### src/rtl/vga_rx_decoder.sv
// Loopback VGA receive monitor: recovers pixel x/y, measures line/frame timing, tracks lock, frame checksum.
// Pixel path latency 2 cycles from vga_* inputs; no backpressure (pure observer, never stalls the source).
module vga_rx_decoder #(
  parameter int   CW          = 12,
  parameter logic HS_ACTIVE   = 1'b0,
  parameter logic VS_ACTIVE   = 1'b0,
  parameter int   LOCK_FRAMES = 2
) (
  input  logic          pix_clk,
  input  logic          pix_rst,
  input  logic          vga_hsync,
  input  logic          vga_vsync,
  input  logic          vga_de,
  input  logic [15:0]   vga_rgb,
  output logic          rx_valid,
  output logic [CW-1:0] rx_x,
  output logic [CW-1:0] rx_y,
  output logic [15:0]   rx_rgb,
  output logic          frame_done,
  output logic [CW-1:0] h_total,
  output logic [CW-1:0] h_active,
  output logic [CW-1:0] v_total,
  output logic [CW-1:0] v_active,
  output logic [31:0]   frame_chk,
  output logic          locked,
  output logic [2:0]    err_flags
);

  localparam logic [CW-1:0] CMAX = '1;
  localparam logic [CW-1:0] CONE = {{(CW-1){1'b0}}, 1'b1};
  localparam int            LW   = (LOCK_FRAMES < 2) ? 1 : $clog2(LOCK_FRAMES + 1);
  localparam logic [LW-1:0] LF   = LW'(LOCK_FRAMES);
  localparam logic [LW-1:0] LONE = {{(LW-1){1'b0}}, 1'b1};

  typedef enum logic [1:0] {
    ST_UNLOCKED = 2'd0,
    ST_TRACK    = 2'd1,
    ST_LOCKED   = 2'd2
  } lock_state_e;

  function automatic logic [CW-1:0] sat_inc(input logic [CW-1:0] v);
    return (v == CMAX) ? v : v + CONE;
  endfunction

  // input sampling stages
  logic          hs1_q, hs2_q, vs1_q, vs2_q, de1_q, de2_q;
  logic [15:0]   rgb1_q;

  // running counters
  logic [CW-1:0] x_q, x_d, x_cur;
  logic [CW-1:0] y_q, y_d;
  logic [CW-1:0] hcnt_q, hcnt_d;
  logic [CW-1:0] h_meas_q, h_meas_d;
  logic [CW-1:0] vcnt_q, vcnt_d, v_tot_now;
  logic [CW-1:0] hact_q, hact_d;
  logic [CW-1:0] first_len_q, first_len_d;
  logic          have_first_q, have_first_d;
  logic [31:0]   chk_q, chk_d;
  logic [2:0]    err_q, err_d, err_now, err_frame;
  logic          armed_q, armed_d;
  logic          len_err, sat_hit;

  // output registers
  logic          rx_valid_q, rx_valid_d;
  logic [CW-1:0] rx_x_q, rx_x_d, rx_y_q, rx_y_d;
  logic [15:0]   rx_rgb_q, rx_rgb_d;
  logic          frame_done_q, frame_done_d;
  logic [CW-1:0] h_total_q, h_total_d, h_active_q, h_active_d;
  logic [CW-1:0] v_total_q, v_total_d, v_active_q, v_active_d;
  logic [31:0]   frame_chk_q, frame_chk_d;
  logic [2:0]    err_flags_q, err_flags_d;

  // lock tracking
  lock_state_e   state_q, state_d;
  logic [LW-1:0] lcnt_q, lcnt_d;
  logic [CW-1:0] ref_ht_q, ref_ha_q, ref_vt_q, ref_va_q;
  logic          ref_load, meas_match;

  logic hs_edge, vs_edge, de_rise, de_fall, fe;

  assign hs_edge = (hs1_q == HS_ACTIVE) && (hs2_q != HS_ACTIVE);
  assign vs_edge = (vs1_q == VS_ACTIVE) && (vs2_q != VS_ACTIVE);
  assign de_rise = de1_q & ~de2_q;
  assign de_fall = ~de1_q & de2_q;
  assign fe      = vs_edge & armed_q;

  always_comb begin
    x_cur        = de_rise ? '0 : x_q;
    x_d          = de1_q ? sat_inc(x_cur) : x_q;
    y_d          = vs_edge ? '0 : (de_fall ? sat_inc(y_q) : y_q);
    hcnt_d       = hs_edge ? CONE : sat_inc(hcnt_q);
    h_meas_d     = hs_edge ? hcnt_q : h_meas_q;
    // an hsync edge coincident with vsync belongs to the frame being closed
    v_tot_now    = hs_edge ? sat_inc(vcnt_q) : vcnt_q;
    vcnt_d       = vs_edge ? '0 : v_tot_now;
    hact_d       = de_fall ? x_q : hact_q;
    len_err      = de_fall && have_first_q && (x_q != first_len_q);
    first_len_d  = (de_fall && !have_first_q) ? x_q : first_len_q;
    have_first_d = vs_edge ? 1'b0 : (de_fall ? 1'b1 : have_first_q);
    sat_hit      = (x_q == CMAX) || (y_q == CMAX) || (hcnt_q == CMAX) || (vcnt_q == CMAX);
    err_now      = {sat_hit, de1_q && (vs1_q == VS_ACTIVE), len_err};
    err_frame    = err_q | err_now;
    err_d        = vs_edge ? 3'b000 : err_frame;
    chk_d        = chk_q;
    if (vs_edge) begin
      chk_d = '0;
    end else if (de1_q) begin
      chk_d = {chk_q[30:0], chk_q[31]} ^ {16'h0000, rgb1_q};
    end
    armed_d      = armed_q | vs_edge;

    rx_valid_d   = de1_q;
    rx_x_d       = de1_q ? x_cur  : rx_x_q;
    rx_y_d       = de1_q ? y_q    : rx_y_q;
    rx_rgb_d     = de1_q ? rgb1_q : rx_rgb_q;

    frame_done_d = fe;
    h_total_d    = fe ? h_meas_d  : h_total_q;
    h_active_d   = fe ? hact_q    : h_active_q;
    v_total_d    = fe ? v_tot_now : v_total_q;
    v_active_d   = fe ? y_q       : v_active_q;
    frame_chk_d  = fe ? chk_q     : frame_chk_q;
    err_flags_d  = fe ? err_frame : err_flags_q;
  end

  assign meas_match = (h_meas_d == ref_ht_q) && (hact_q == ref_ha_q) &&
                      (v_tot_now == ref_vt_q) && (y_q == ref_va_q);

  always_comb begin
    state_d  = state_q;
    lcnt_d   = lcnt_q;
    ref_load = 1'b0;
    if (fe) begin
      case (state_q)
        ST_UNLOCKED: begin
          state_d  = ST_TRACK;
          lcnt_d   = LONE;
          ref_load = 1'b1;
        end
        ST_TRACK: begin
          if (meas_match) begin
            lcnt_d = lcnt_q + LONE;
            if ((lcnt_q + LONE) >= LF) begin
              state_d = ST_LOCKED;
            end
          end else begin
            lcnt_d   = LONE;
            ref_load = 1'b1;
          end
        end
        ST_LOCKED: begin
          if (!meas_match || (err_frame != 3'b000)) begin
            state_d  = ST_TRACK;
            lcnt_d   = LONE;
            ref_load = 1'b1;
          end
        end
        default: begin
          state_d = ST_UNLOCKED;
          lcnt_d  = '0;
        end
      endcase
    end
  end

  always_ff @(posedge pix_clk) begin
    if (pix_rst) begin
      hs1_q <= 1'b0; hs2_q <= 1'b0; vs1_q <= 1'b0; vs2_q <= 1'b0;
      de1_q <= 1'b0; de2_q <= 1'b0; rgb1_q <= '0;
      x_q <= '0; y_q <= '0; hcnt_q <= '0; h_meas_q <= '0; vcnt_q <= '0;
      hact_q <= '0; first_len_q <= '0; have_first_q <= 1'b0;
      chk_q <= '0; err_q <= '0; armed_q <= 1'b0;
      rx_valid_q <= 1'b0; rx_x_q <= '0; rx_y_q <= '0; rx_rgb_q <= '0;
      frame_done_q <= 1'b0; h_total_q <= '0; h_active_q <= '0;
      v_total_q <= '0; v_active_q <= '0; frame_chk_q <= '0; err_flags_q <= '0;
      state_q <= ST_UNLOCKED; lcnt_q <= '0;
      ref_ht_q <= '0; ref_ha_q <= '0; ref_vt_q <= '0; ref_va_q <= '0;
    end else begin
      hs1_q <= vga_hsync; hs2_q <= hs1_q;
      vs1_q <= vga_vsync; vs2_q <= vs1_q;
      de1_q <= vga_de;    de2_q <= de1_q;
      rgb1_q <= vga_rgb;
      x_q <= x_d; y_q <= y_d; hcnt_q <= hcnt_d; h_meas_q <= h_meas_d; vcnt_q <= vcnt_d;
      hact_q <= hact_d; first_len_q <= first_len_d; have_first_q <= have_first_d;
      chk_q <= chk_d; err_q <= err_d; armed_q <= armed_d;
      rx_valid_q <= rx_valid_d; rx_x_q <= rx_x_d; rx_y_q <= rx_y_d; rx_rgb_q <= rx_rgb_d;
      frame_done_q <= frame_done_d; h_total_q <= h_total_d; h_active_q <= h_active_d;
      v_total_q <= v_total_d; v_active_q <= v_active_d; frame_chk_q <= frame_chk_d;
      err_flags_q <= err_flags_d;
      state_q <= state_d; lcnt_q <= lcnt_d;
      if (ref_load) begin
        ref_ht_q <= h_meas_d; ref_ha_q <= hact_q; ref_vt_q <= v_tot_now; ref_va_q <= y_q;
      end
    end
  end

  assign rx_valid   = rx_valid_q;
  assign rx_x       = rx_x_q;
  assign rx_y       = rx_y_q;
  assign rx_rgb     = rx_rgb_q;
  assign frame_done = frame_done_q;
  assign h_total    = h_total_q;
  assign h_active   = h_active_q;
  assign v_total    = v_total_q;
  assign v_active   = v_active_q;
  assign frame_chk  = frame_chk_q;
  assign err_flags  = err_flags_q;
  assign locked     = (state_q == ST_LOCKED);

endmodule

### config.mk
export PLATFORM = sky130hd
export DESIGN_NAME = vga_rx_decoder
export DESIGN_NICKNAME = d
export VERILOG_FILES = /design/src/rtl/vga_rx_decoder.sv
export SDC_FILE = /design/constraint.sdc
export NUM_CORES = 1
export LEC_CHECK = 0
export CORE_ASPECT_RATIO = 1.1
export CORE_UTILIZATION = 32
export CTS_CLUSTER_SIZE = 40
export DETAILED_ROUTE_END_ITERATION = 16
export PLACE_DENSITY_LB_ADDON = 0.2
export SLEW_MARGIN = 20
export SYNTH_ARGS = -nofsm -noshare
export SYNTH_HDL_FRONTEND = slang
export SYNTH_SLANG_ARGS = --single-unit
### constraint.sdc
create_clock -name pix_clk -period 5.4 [get_ports pix_clk]
set_clock_uncertainty 0.05 [all_clocks]
set_input_delay 0.54 -clock pix_clk [delete_from_list [all_inputs] [get_ports pix_clk]]
set_output_delay 0.54 -clock pix_clk [all_outputs]
set_load 0.005 [all_outputs]
==> results of run 1 <==
-- how the worst max path moves through the flow --
stage          depth (start not counted)  startpoint           end
3_3_place_gp                           9       hs2_q  ref_vt_q[10]
3_5_place_dp                           9       hs2_q   ref_vt_q[4]
4_1_cts                                9       hs2_q   ref_ht_q[4]
2_1_floorplan                         11   vcnt_q[1]   ref_ht_q[1]
5_1_grt                                9       hs2_q   ref_ht_q[4]
6_report                               9       hs2_q   ref_ht_q[4]
-- report_power, final --
group / switching (mW) / total, mW / internal [mW]
combinational: 0.126 / 0.207 / 0.0812
sequential: 0.0330 / 2.42 / 2.38
clock: 0.984 / 2.45 / 1.46
-- routing by layer --
metal  global-route usage, %  wire length [µm]  vias to the layer above
li1                        -                 -                     5129
met1                    20.8             15600                     4730
met2                    26.3             15300                      205
met3                    5.17              2340                       40
met4                    5.04               589                        0
met5                       0                 0                        -
-- sequential cells by signal, indices dropped and copies added, names as in the netlist, 16 cells and up --
signal,flops
rgb1_q,16
rx_rgb,16
frame_chk,32
chk_q,32
-- per-stage QoR --
stage / cells / total power, mW / cell area, µm² / setup slack [ps]
detailed placement: 2015 / 2.68 / 14700 / 1340
global route: 2078 / 5.27 / 15900 / 1020
CTS: 2077 / 5.14 / 15900 / 1290
floorplan: 1463 / 2.60 / 13000 / 2460
finish: 2078 / 5.07 / 15900 / 1270
global placement: 2015 / 2.68 / 14700 / 1420
-- kinds of logic after synthesis --
| logic type | Yosys count | share of synthesized area [%] |
|---|---|---|
| buffers and inverters | 133 | 4.26 |
| muxes | 77 | 6.50 |
| DFF | 319 | 49.0 |
| AOI/OAI and AO/OA | 258 | 12.2 |
| adders and majority gates | 4 | 0.384 |
| and+or+nand+nor | 574 | 20.9 |
| xor gates and xnor gates | 98 | 6.80 |
-- synthesized netlist by cell type (30+ instances only) --
library cell	n
dfxtp_1	319
nand2_1	198
nor2_1	177
a21oi_1	138
clkbuf_1	89
mux2i_1	60
xor2_1	51
nand3_1	47
nor2b_1	46
xnor2_1	45
a211oi_1	44
o211ai_1	30
-- area by class of cell --
cell class / count / area [µm²]
clock buffers: 51 / 1060
inverters: 16 / 60.1
well taps: 513 / 642
flip-flops and latches: 319 / 6390
fillers: 4018 / 24300
clock inverters: 11 / 114
repair buffers: 157 / 1570
multi-input cells: 1011 / 6090
-- worst max-delay path, stage by stage (launching register included) --
cell	delay, ps
dfxtp_1	380
nor2b_1	590
nand4_4	250
or4_4	580
o21ai_0	110
nand4_1	230
nor4_4	400
a211o_2	580
nand2_4	390
mux2_4	400
==> metrics, run 1 <==
die area 41500 µm²; vias in the first global route 9760; Final Util 39.6%; most frequent cells in the layout dfxtp_1, nand2_1, nor2_1; post-cts sizing count 0; status finished, violations left; Worst Path Max Fanout 30; hold slack 283 ps; largest area contributor in the netlist dfxtp_1; Setup crit start kind register; violated checks design-rule violations; post-DR vias/cell 4.86; number of I/O pins 147; Post-CTS Hold Fix Bufs 0; period utilisation layout 76.5%; first-pass GRT wire length 54.4 mm; Post-Route WL 33.9 mm; Max Fclk 242 MHz; Max Cap Viol 0; Worst-Margin Slew 1050 ps; Setup TNS Final 0 ps; grt ovf 0; worst setup path class register to register; Worst-Skew Late Latency 550 ps; Crit. End Element register; Core ar. 40200 µm²; largest cells by area after synthesis dfxtp_1, nand2_1, a21oi_1, nor2_1, mux2i_1; FF+latch count, synth 319; DRT iter0 DRCs 594; number of post-CTS setup repair buffers 0; Netlist cell types 66; post-synth top area share 49.0%; Post-synth EDFFs 0; Seq/Total Area, Yosys 49.0%; die height 214 µm; Worst slew margin 29.8%; Synth Instances 1463; hold_sp pix_rst; Max Buffers Root-to-Sink 3; TritonCTS Buffers 37; final slew viol count 0; reg2reg end ref_ht_q[4]; Site Rows 77; Final HPWL DP 22.3 mm; DRC Markers 4; H-tree levels 2; layout cells sized above 1 6.84%; Final Wtd Congestion 0.826; Async SR Flop Fraction 0%; CTS tree done; routed length per instance 16.3 µm; Leak Pwr 5.61 nW; RSZ-0062 raised after global routing false; syn_nets 1488; R2R cell count 9; most common cell after layout, fill and taps aside dfxtp_1; ant diodes 0; Worst EP arrival 4490 ps; Min-Delay Endpoint v_total[10]; number of clock sinks 319; Min Clock Period, post-route 4130 ps; worst hold path type input port to register; PortBufs 146; Root Driver clkbuf_16; all-layer global routing usage 16.3%; final setup violation count 0; Syn Area/Cell 8.90 µm²; worst r2r src hs2_q; hold violation count in the final report 0; worst hold stages 2; first drt pass iteration count 11; Reg clk slew, reported paths 60 ps; post-route ant nets 0; chip width 194 µm; initial antenna violation count 0; Mapped Area 13000 µm²; Initial Utilization 32.4%; Vias 10100; data required time of the worst path 5760 ps; PwrDens 319 nW/µm²; area grow syn2layout 22.2%; largest net degree at the start of global routing 98; r2r setup slk 1270 ps; total number of yosys warnings 0; Peak VDD IR 0.218 mV; dominant synthesized flop cell dfxtp_1; Total Nets Final 1567
Power figures use the tool's default switching activity.
==> run 2: changes to the inputs <==
==> constraint.sdc (replaced) <==
create_clock -name pix_clk -period 3.35 [get_ports pix_clk]
set_clock_uncertainty 0.05 [all_clocks]
set_input_delay 0.335 -clock pix_clk [delete_from_list [all_inputs] [get_ports pix_clk]]
set_output_delay 0.335 -clock pix_clk [all_outputs]
set_load 0.005 [all_outputs]
==> metrics, run 2 (synthesized netlist as in run 1, its figures left out) <==
Post-Route WL 34.6 mm (+2.2%); Worst EP arrival 3520 ps (-970 ps); Core ar. 40200 µm² (unchanged); Root Driver clkbuf_16; grt ovf 0 (unchanged); Min Clock Period, post-route 3140 ps (-993 ps); post-route ant nets 0 (unchanged); ant diodes 0 (unchanged); Worst-Margin Slew 989 ps (-63.3 ps); first drt pass iteration count 5 (-6); PwrDens 520 nW/µm² (+63%); DRT iter0 DRCs 633 (+6.6%); data required time of the worst path 3730 ps (-2030 ps); Setup crit start kind register; Leak Pwr 6.06 nW (+7.9%); area grow syn2layout 28.0%; Worst Path Max Fanout 10 (-67%); GR Util met1 20.9% (+0.023 points); Fill cells 3908 (-2.7%); RSZ-0062 raised after global routing false; initial antenna violation count 0 (unchanged); chip width 194 µm (unchanged); die area 41500 µm² (unchanged); routed length per instance 16.1 µm (-1.1%); GR Util met3 5.68% (+0.50 points); Peak VDD IR 0.447 mV (+100%); Setup TNS Final 0 ps (unchanged); period utilisation layout 93.8% (+17 points); TritonCTS Buffers 37 (unchanged); GR Util met2 27.0% (+0.77 points); Vias 10400 (+3.2%); die height 214 µm (unchanged); worst setup path class register to register; final slew viol count 0 (unchanged); most common cell after layout, fill and taps aside dfxtp_1; Final HPWL DP 23.2 mm (+4.1%); most frequent cells in the layout dfxtp_1, nand2_1, nor2_1; Max Buffers Root-to-Sink 3 (unchanged); Worst slew margin 34.1% (+4.3 points); Reg clk slew, reported paths 60 ps (about the same); Max Cap Viol 0 (unchanged); layout cells sized above 1 11.4% (+4.5 points); worst hold path type input port to register; H-tree levels 2 (unchanged); final setup violation count 0 (unchanged); Final Wtd Congestion 0.822 (-0.48%); Total Nets Final 1631 (+4.1%); vias in the first global route 10100 (+3.0%); design area 16700 µm² (+4.7%); placed cell area 15200 µm² (+3.4%); number of I/O pins 147 (unchanged); Worst-Skew Late Latency 540 ps (about the same); GR peak layer met2; DRC Markers 0 (-4); Site Rows 77 (unchanged); number of clock sinks 319 (unchanged); Crit. End Element register; hold slack 107 ps (-176 ps); PortBufs 146 (unchanged); first-pass GRT wire length 55.1 mm (+1.4%); hold violation count in the final report 0 (unchanged); CTS tree done; post-DR vias/cell 4.85 (-0.16%); Max Fclk 318 MHz (+32%); status complete, no violations; all-layer global routing usage 16.6% (+0.29 points); largest net degree at the start of global routing 156 (+59%); Initial Utilization 32.4% (unchanged)
-- run 2: changes by cell type in the layout (fill, tap and decap cells not counted), sizes merged --
cell and delta:
clkinvlp -2, bufinv +3, buf +64, clkbuf +5
clkinv -1
-- run 2: what timing repair did --
item	4_1_cts	5_1_grt
setup endpoints to repair	0	50
buffers inserted	0	9
hold buffers	0	0
gates resized for setup	0	8
-- run 2: final cells by class --
class	count	area, µm²	share of cell area, %
Clock buffer	56	1170	7.03
Clock inverter	11	184	1.10
Inverter	16	60.1	0.360
Sequential cell	319	6390	38.3
Tap cell	513	642	3.85
Timing Repair Buffer	221	2100	12.6
Multi-Input combinational cell	1011	6120	36.7
-- run 2: critical path, stage by stage, from the launching register on --
cell and delay, ps:
dfxtp_1 460, nand3_1 330, or2_2 430, o221a_2 340, xnor2_1 140, nor2_1 70
and4b_1 210, a211o_2 380, nand2_4 120, buf_12 150, mux2_2 330
-- run 2: worst paths after layout --
path              slack, ps         from      endpoint  cells past startpoint
setup / recovery        210    vcnt_q[9]  ref_ht_q[11]                     10
hold / removal          110      pix_rst    h_total[9]                      2
setup reg to reg        210    vcnt_q[9]  ref_ht_q[11]                     10
hold reg to reg         400  v_active[5]   v_active[5]                      2
-- run 2: metrics by stage --
stage	utilization [%]	instances	total power, mW	setup WS, ps
3_3_place_gp	37.9	2071	4.34	181
6_report	41.5	2147	8.67	209
4_1_cts	41.2	2138	8.80	78.1
5_1_grt	41.5	2147	9.01	10.8
3_5_place_dp	37.9	2071	4.34	102
2_1_floorplan	-	1463	4.20	414
-- run 2: layer usage --
layer  vias up  routed length [µm]
met5         -                   0
met4         0                 577
met3        43                2360
met2       192               15800
met1      4933               15900
li1       5255                   -
-- run 2: report_power, final --
part	internal [mW]	switching, mW
Combinational	0.160	0.227
Sequential	3.84	0.0381
Clock	2.80	1.61
Total	6.80	1.87
